<file path="src/rtl/fp_div_seq_if.sv">
// Handshake and divider-side signals of the FP divide sequencer.
// slave = sequencer side; master = environment (core, divider, consumer).
interface fp_div_seq_if;
    logic        in_valid;
    logic        in_ready;
    logic [31:0] in_x;
    logic [31:0] in_y;
    logic        div_run;
    logic [31:0] div_x;
    logic [31:0] div_y;
    logic        div_stall;
    logic [31:0] div_z;
    logic        out_valid;
    logic        out_ready;
    logic [31:0] out_z;
    logic [4:0]  out_flags;
    logic        busy;

    modport slave (
        input  in_valid, in_x, in_y, div_stall, div_z, out_ready,
        output in_ready, div_run, div_x, div_y, out_valid, out_z, out_flags, busy
    );

    modport master (
        output in_valid, in_x, in_y, div_stall, div_z, out_ready,
        input  in_ready, div_run, div_x, div_y, out_valid, out_z, out_flags, busy
    );
endinterface

</file>
<file path="src/rtl/fp_div_seq.sv">
// Issue/retire sequencer for the multi-cycle FP divider: issues operand pairs,
// watches stall for completion (or times out), and queues classified results.
module fp_div_seq #(
    parameter int DEPTH   = 2,
    parameter int TIMEOUT = 32
) (
    input  logic        clk,
    input  logic        rst,
    fp_div_seq_if.slave io
);
    localparam int AW = (DEPTH > 1) ? $clog2(DEPTH) : 1;
    localparam int CW = (TIMEOUT > 1) ? $clog2(TIMEOUT) : 1;

    typedef enum logic [1:0] {IDLE, RUN, GAP} state_t;
    typedef struct packed {
        logic [31:0] z;
        logic [4:0]  flags;
    } res_t;

    state_t        state_q, state_d;
    logic [CW-1:0] cnt_q, cnt_d;
    logic          run_q, run_d;
    logic [31:0]   dx_q, dx_d, dy_q, dy_d;
    res_t          mem_q [DEPTH];
    res_t          mem_d [DEPTH];
    logic [AW-1:0] wp_q, wp_d, rp_q, rp_d;
    logic [AW:0]   fcnt_q, fcnt_d;

    logic          in_rdy, push, pop, tmo;
    logic [7:0]    xe, ye;
    logic [4:0]    flags;

    always_comb begin
        state_d = state_q;
        cnt_d   = cnt_q;
        run_d   = run_q;
        dx_d    = dx_q;
        dy_d    = dy_q;
        push    = 1'b0;
        tmo     = 1'b0;
        in_rdy  = (state_q == IDLE) && (fcnt_q < (AW+1)'(DEPTH));

        case (state_q)
            IDLE: begin
                if (io.in_valid && in_rdy) begin
                    dx_d    = io.in_x;
                    dy_d    = io.in_y;
                    run_d   = 1'b1;
                    cnt_d   = '0;
                    state_d = RUN;
                end
            end
            RUN: begin
                // Completion wins over timeout when both land on the same edge.
                if (!io.div_stall) begin
                    push    = 1'b1;
                    run_d   = 1'b0;
                    state_d = GAP;
                end else if (cnt_q == CW'(TIMEOUT - 1)) begin
                    push    = 1'b1;
                    tmo     = 1'b1;
                    run_d   = 1'b0;
                    state_d = GAP;
                end else begin
                    cnt_d = cnt_q + CW'(1);
                end
            end
            GAP:     state_d = IDLE;
            default: state_d = IDLE;
        endcase

        xe    = dx_q[30:23];
        ye    = dy_q[30:23];
        flags = {tmo,
                 (xe != 8'h0) && (ye != 8'h0) && (io.div_z[30:0] == 31'h0),
                 (xe != 8'h0) && (ye != 8'h0) && (io.div_z[30:23] == 8'hFF),
                 (xe != 8'h0) && (ye == 8'h0),
                 (xe == 8'h0)};

        // Issue only happens with a free slot and count cannot grow in RUN,
        // so a push never finds the FIFO full.
        pop    = (fcnt_q != '0) && io.out_ready;
        mem_d  = mem_q;
        wp_d   = wp_q;
        rp_d   = rp_q;
        if (push) begin
            mem_d[wp_q] = '{z: io.div_z, flags: flags};
            wp_d        = wp_q + AW'(1);
        end
        if (pop) rp_d = rp_q + AW'(1);
        fcnt_d = fcnt_q + {{AW{1'b0}}, push} - {{AW{1'b0}}, pop};
    end

    always_ff @(posedge clk) begin
        if (rst) begin
            state_q <= IDLE;
            cnt_q   <= '0;
            run_q   <= 1'b0;
            dx_q    <= '0;
            dy_q    <= '0;
            wp_q    <= '0;
            rp_q    <= '0;
            fcnt_q  <= '0;
            for (int i = 0; i < DEPTH; i++) mem_q[i] <= '0;
        end else begin
            state_q <= state_d;
            cnt_q   <= cnt_d;
            run_q   <= run_d;
            dx_q    <= dx_d;
            dy_q    <= dy_d;
            wp_q    <= wp_d;
            rp_q    <= rp_d;
            fcnt_q  <= fcnt_d;
            mem_q   <= mem_d;
        end
    end

    assign io.in_ready  = in_rdy;
    assign io.div_run   = run_q;
    assign io.div_x     = dx_q;
    assign io.div_y     = dy_q;
    assign io.out_valid = (fcnt_q != '0);
    assign io.out_z     = mem_q[rp_q].z;
    assign io.out_flags = mem_q[rp_q].flags;
    assign io.busy      = (state_q != IDLE) || (fcnt_q != '0);
endmodule

</file>
<file path="src/flat_wrapper.sv">
// flat-port wrapper written by rule: the top's interface ports become plain ports
module fp_div_seq_flat 
#(
    parameter int DEPTH   = 2,
    parameter int TIMEOUT = 32
)
  (clk, rst, io_in_valid, io_in_x, io_in_y, io_div_stall, io_div_z, io_out_ready, io_in_ready, io_div_run, io_div_x, io_div_y, io_out_valid, io_out_z, io_out_flags, io_busy);
  fp_div_seq_if io_i ();
  input  logic clk;
  input  logic rst;
  input wire logic [$bits(io_i.in_valid)-1:0] io_in_valid;
  input wire logic [$bits(io_i.in_x)-1:0] io_in_x;
  input wire logic [$bits(io_i.in_y)-1:0] io_in_y;
  input wire logic [$bits(io_i.div_stall)-1:0] io_div_stall;
  input wire logic [$bits(io_i.div_z)-1:0] io_div_z;
  input wire logic [$bits(io_i.out_ready)-1:0] io_out_ready;
  output wire logic [$bits(io_i.in_ready)-1:0] io_in_ready;
  output wire logic [$bits(io_i.div_run)-1:0] io_div_run;
  output wire logic [$bits(io_i.div_x)-1:0] io_div_x;
  output wire logic [$bits(io_i.div_y)-1:0] io_div_y;
  output wire logic [$bits(io_i.out_valid)-1:0] io_out_valid;
  output wire logic [$bits(io_i.out_z)-1:0] io_out_z;
  output wire logic [$bits(io_i.out_flags)-1:0] io_out_flags;
  output wire logic [$bits(io_i.busy)-1:0] io_busy;
  assign io_i.in_valid = io_in_valid;
  assign io_i.in_x = io_in_x;
  assign io_i.in_y = io_in_y;
  assign io_i.div_stall = io_div_stall;
  assign io_i.div_z = io_div_z;
  assign io_i.out_ready = io_out_ready;
  assign io_in_ready = io_i.in_ready;
  assign io_div_run = io_i.div_run;
  assign io_div_x = io_i.div_x;
  assign io_div_y = io_i.div_y;
  assign io_out_valid = io_i.out_valid;
  assign io_out_z = io_i.out_z;
  assign io_out_flags = io_i.out_flags;
  assign io_busy = io_i.busy;
  fp_div_seq #(.DEPTH(DEPTH), .TIMEOUT(TIMEOUT)) u_core (.clk(clk), .rst(rst), .io(io_i));
endmodule
</file>
<file path="config.mk">
export PLATFORM = sky130hd
export DESIGN_NAME = fp_div_seq_flat
export DESIGN_NICKNAME = d
export VERILOG_FILES = /design/src/rtl/fp_div_seq_if.sv /design/src/rtl/fp_div_seq.sv /design/src/flat_wrapper.sv
export SDC_FILE = /design/constraint.sdc
export NUM_CORES = 1
export LEC_CHECK = 0
export CAP_MARGIN = 20
export CORE_MARGIN = 1.5
export CORE_UTILIZATION = 45
export CTS_CLUSTER_SIZE = 10
export DETAILED_ROUTE_END_ITERATION = 8
export PLACE_DENSITY = 0.78
export SETUP_SLACK_MARGIN = 0.5
export SYNTH_ARGS = -nofsm -noshare
export SYNTH_HDL_FRONTEND = slang
export SYNTH_SLANG_ARGS = --single-unit
</file>
<file path="constraint.sdc">
create_clock -name clk -period 2.3 [get_ports clk]
set_input_delay 0.46 -clock clk [delete_from_list [all_inputs] [get_ports clk]]
set_output_delay 0.46 -clock clk [all_outputs]
set_load 0.005 [all_outputs]
</file>
After elaboration in Yosys (flattened, before gate mapping)
Cells that the tools add are included.
{ "classes": {"n_eq_ne": 7, "order_cmp": 4, "shift": 0, "n_reduce_logical": 22, "multipliers": 0, "mux": 23, "add_sub_neg": 5, "bitwise_logic": 2, "div_mod_pow": 0} }
{ "ops": {"columns": ["cell", "count"], "rows": [
  ["2-to-1 mux 37 bit", 4],
  ["bitwise mux 74 bit", 1],
  ["demux 37 bit (select 1 bit)", 1],
  ["zero test 31 bit", 1],
  ["zero test 8 bit", 2],
  ["nonzero test 8 bit", 2],
  ["2-to-1 mux 5 bit", 3],
  ["case mux 5 bit (2 select lines)", 1],
  ["equality test 8 bit, second input constant", 1],
  ["logical AND 1 bit", 8],
  ["2-to-1 mux 1 bit", 8],
  ["2-to-1 mux 2 bit", 3],
  ["inequality test 2 bit, second input constant", 3],
  ["nonzero test 2 bit", 3],
  ["adder 5 x 1 -> 5 bit, second input constant", 1],
  ["equality test 5 bit, second input constant", 1],
  ["greater-or-equal comparator 2 bit, second input constant", 2],
  ["inverter 1 -> 2 bit", 2],
  ["case mux 2 bit (2 select lines)", 1],
  ["AND reduction 2 bit", 2],
  ["AND reduction 4 bit", 1],
  ["inequality test 3 x 2 -> 1 bit, second input constant", 1],
  ["AND reduction 3 bit", 1],
  ["adder 1 bit, second input constant", 2],
  ["other kinds (8)", 8]
]} }
{ "totals": {"output_inout_bits": 105, "register_bits": 150, "n_memories": 0, "latch_bits": 0, "ramBits": 0, "rom_bits": 0, "word_cells": 75} }

Longest topological paths before layout
Gate-level depths: netlist (run 1).
{ "logic_depth": {"depth_word": 6, "mapped_depth": 9, "ltp_nobuf": 7} }

Least setup slack after synthesis (run 1)
Ideal clock, no wire load.
{ "synth_path": {"path_kind": "reg-to-reg", "start": "reg u_core.cnt_q[0]", "end": "reg u_core.mem_q[6] (netlist name)", "setup_time_ps": 117, "path_buffers": 2, "path_stages_with_launch": 10, "slack_ps": 276, "t_arrival_ps": 1907, "required_time_ps": 2183, "path_cell_list": "dfxtp_1 > ha_1 > and3_1 > ha_1 > and2b_1 > nor3_2 > and2_1 > buf_2 > buf_2 > a22o_1"} }
{ "synth_between": {"elab_chain_len": 4} }
{ "synth_lines": {"columns": ["element", "line", "text"], "rows": [
  ["from (decl)", "fp_div_seq.sv:21", "logic [CW-1:0] cnt_q, cnt_d;"],
  ["from (signal assigned)", "fp_div_seq.sv:107", "cnt_q <= cnt_d;"],
  ["equality test 5 bit", "fp_div_seq.sv:59", "end else if (cnt_q == CW'(TIMEOUT - 1)) begin"],
  ["2-to-1 mux 1 bit", "fp_div_seq.sv:59", null],
  ["2-to-1 mux 1 bit", "fp_div_seq.sv:55", "if (!io.div_stall) begin"],
  ["2-to-1 mux 1 bit", "fp_div_seq.sv:43", "case (state_q)"],
  ["to (signal assigned)", "fp_div_seq.sv:114", "mem_q <= mem_d;"],
  ["to (decl)", "fp_div_seq.sv:24", "res_t mem_q [DEPTH];"]
]} }
No other way between the ends.
A chain may end at the register's enable or synchronous reset.

Final worst setup path (run 1)
{ "layout_path": {"start": "reg u_core.cnt_q[1]", "end": "reg u_core.mem_q[53] (netlist name)"} }
The elaborated chain is that of the path after synthesis.

==> impl_metrics.tcl, run 1 <==
set metrics [dict create \
    cp-end-kind "register" \
    ant_nets 0 \
    port_buffers 205 \
    viasPerCell 5.66 \
    drv_slew 0 \
    synth-async-reset-ratio_pct 0 \
    slowest_stage "dfxtp_2" \
    synth_nets 753 \
    r2r_slack_ps 170 \
    reg2reg_from "u_core.cnt_q[1]" \
    slew_headroom_pct 45.4 \
    grt.total_usage_pct 29.9 \
    setup_viol 0 \
    syn-instance-count 649 \
    max_cap_viol_count 0 \
    crit_required_ps 2640 \
    reg2regPathDepth 10 \
    design_area_sq_mm 0.00987 \
    dieHeight_microns 116 \
    dr.first_iter.drc_count 592 \
    firstDrtPassIters 8 \
    grt_max_degree 67 \
    status "completed" \
    multi_input_area_sq_mm 0.00297 \
    diodes 0 \
    critPathLaunch "u_core.cnt_q[1]" \
    cts_hold_buf 0 \
    clk-insertion-delay-late_ps 430 \
    clk_pin_slew_ps 60 \
    p_sw_share_pct 29.5 \
    crit_fanout 11 \
    r2r_end "u_core.mem_q[53]" \
    hold_path_class "in -> reg" \
    cpMostUsedCell "ha_4" \
    syn-cell-area_sq_mm 0.00573 \
    synthDistinctLibCells 42 \
    grt_remaining_overflow 0 \
    routed_wl_mm 22.5 \
    die_w_microns 116 \
    clockRootBuffer "clkbuf_16" \
    fin_worst_skew_ps 8.40 \
    initial_utilization_pct 45.8 \
    synth_edf_count 0 \
    area_growth_pct 72.1 \
    worstPathArrival_ps 2470 \
    crit_end "u_core.mem_q[53]" \
    hold_depth 2 \
    drive_gt1_share_pct 26.5 \
    ys_seq_area_share_pct 52.4 \
    placed_area_sq_mm 0.00797 \
    ios 206 \
    dpl_worst_slack_ps 135 \
    startpoint_type "register" \
    drc 0 \
    fmax_mhz 469 \
    rows 41 \
    p_per_area_mw_per_mm2 847 \
    cp_num_cells 10 \
    layout.nets 1006 \
    ys_warn_count 0 \
    cts_tree "done" \
    fp.dieArea_sq_mm 0.0134 \
    fp.coreArea_sq_mm 0.0125 \
    clock_sinks 150 \
    p_int_mw 5.89 \
    cp_cell_sequence "ha_4, and3_4, ha_4, and2b_4, buf_12, nor3_4, buf_4, clkbuf_16, nand2_1, a21oi_1" \
    cts_buffers 17 \
    final-seq-area_sq_mm 0.00302 \
    fillCellCount 792 \
    layout_min_cycle_time_ps 2130 \
    grt_pass1_wl_mm 30.4 \
    cts.path.max_buffers 2 \
    criticalPathCategory "reg -> reg" \
    crit_buf_inv 3 \
    p_leak_nw 3.95 \
    fin_crit_sh_pct 92.6 \
    peakVddDrop_mv 0.577 \
    final_hold_viol_count 0 \
    synth_flop_cell "dfxtp_1" \
    rsz0062_at_grt "true" \
    syn_area_per_cell_sq_um 8.83 \
    path_delay_family "simple AND/OR/NAND/NOR gates" \
    power_mw 8.36 \
    antenna_found_initial 0 \
    setup_ws_ps 169 \
    p_sw_mw 2.47 \
    critPathMaxStageDelay_ps 350 \
    gp_congestion 0.757 \
    vias 6138 \
    worst_pin_slew_ps 811 \
    grt_pass1_vias 5907 \
    htree_levels 4 \
    power.share.sequential_pct 36.4 \
    fin_util_pct 78.8 \
    avgRoutedWirePerCell_microns 20.8 \
    place_hpwl_mm 10.7 \
    setup_tns_ps 0 \
    clockPowerShare_pct 30.7 \
    ys_ff_latch 150 \
    share_comb_of_total_power_pct 32.9 \
]
metal layers:
| layer | wire length, microns | vias to the layer above | track usage (%) |
|---|---|---|---|
| li1 | - | 2743 | - |
| met1 | 7990 | 2932 | 32.1 |
| met2 | 11000 | 364 | 50.9 |
| met3 | 2190 | 99 | 11.3 |
| met4 | 1300 | 0 | 16.8 |
| met5 | 0 | - | 0 |
worst min-delay path by stage:
stage / start / endpoint / slack, ps
CTS: rst / u_core.rp_q / 410
finish: rst / u_core.rp_q / 440
global route: rst / u_core.rp_q / 440
detailed placement: u_core.io.div_x[0] / u_core.io.div_x[0] / 450
global placement: u_core.mem_q[62] / u_core.mem_q[62] / 440
floorplan: u_core.mem_q[0] / u_core.mem_q[0] / 430
power groups by stage:
stage          clock (mW)  combinational (mW)  sequential (mW)
2_1_floorplan           0               0.939             3.03
3_3_place_gp            0                1.83             3.05
3_5_place_dp            0                1.86             3.06
4_1_cts              2.58                2.30             3.03
5_1_grt              2.71                2.89             3.07
6_report             2.57                2.75             3.04
area by class of cell:
class / instances / area share, %
multi-input cells: 457 / 30.1
well taps: 172 / 2.18
repair buffers: 274 / 31.7
inverters: 2 / 0.0761
flip-flops and latches: 150 / 30.6
clock buffers: 24 / 4.88
clock inverters: 5 / 0.507
layout by cell type, fill, tap and decap left out, types with 3 or more instances in the layout:
cell and n:
clkbuf_8 3, a21oi_1 87, nand2_2 16, dfxtp_1 144
dlymetal6s2s_1 10, clkinv_2 4, clkbuf_16 22, clkbuf_2 22
clkbuf_1 4, a21oi_2 18, nor4_1 9, dfxtp_2 3
buf_12 17, o21ai_0 3, or3_4 8, nor3_4 4
buf_4 23, dfxtp_4 3, nor3_1 6, a22o_1 32
nand2_1 183, clkdlybuf4s50_1 153, mux2_4 35, buf_6 24
nor2_1 8, buf_16 14, nand4_1 5
what timing repair did:
action | CTS | global route
endpoints found under the setup margin | 116 | 126
pin swaps | 19 | 62
resized for setup | 136 | 157
setup buffers | 24 | 14
cloned | 21 | 6
cells by family after synthesis:
| group | share of synthesized area (%) |
|---|---|
| adder cells (fa/ha/maj) | 0.655 |
| AO/OA/AOI/OAI | 15.7 |
| buffers and inverters | 3.84 |
| AND/OR/NAND/NOR | 19.4 |
| flip-flops | 52.4 |
| multiplexers | 7.44 |
| XOR/XNOR | 0.611 |
per-stage QoR:
stage	instances	hold slack, ps
after floorplan	649	427
after global placement	990	439
after detailed placement	990	448
after CTS	1064	413
after global routing	1084	438
final	1084	445
synthesized netlist by cell type, drive strengths merged, types with 2 or more instances:
master | instances | area share [%]
xor2 | 2 | 0.31
o2bb2ai | 2 | 0.31
a22o | 32 | 4.9
buf | 25 | 2.3
nand2 | 200 | 13
inv | 2 | 0.13
xnor2 | 2 | 0.31
nor3b | 3 | 0.39
o21ai | 3 | 0.26
nor4 | 9 | 0.98
or4 | 3 | 0.39
mux2 | 37 | 7.3
a32o | 2 | 0.35
a21oi | 106 | 9.5
clkbuf | 22 | 1.4
nand4 | 5 | 0.55
ha | 3 | 0.65
nand3 | 3 | 0.26
dfxtp | 150 | 52
nor2b | 2 | 0.22
nor2 | 11 | 0.76
and2 | 2 | 0.22
nor3 | 10 | 1.2
flip-flops by register name, indices dropped and copies added (netlist names):
register,cells
u_core.cnt_q,5
u_core.fcnt_q,2
u_core.io.div_run,1
u_core.io.div_x,32
u_core.io.div_y,32
u_core.mem_q,74
u_core.rp_q,1
u_core.state_q,2
u_core.wp_q,1
Power figures use the tool's default switching activity.
==> inputs of run 2 (changes only) <==
CAP_MARGIN = 15   (was 20)
==> results of run 2 <==
The final DEF is identical to that of run 1; final timing and power are the same.
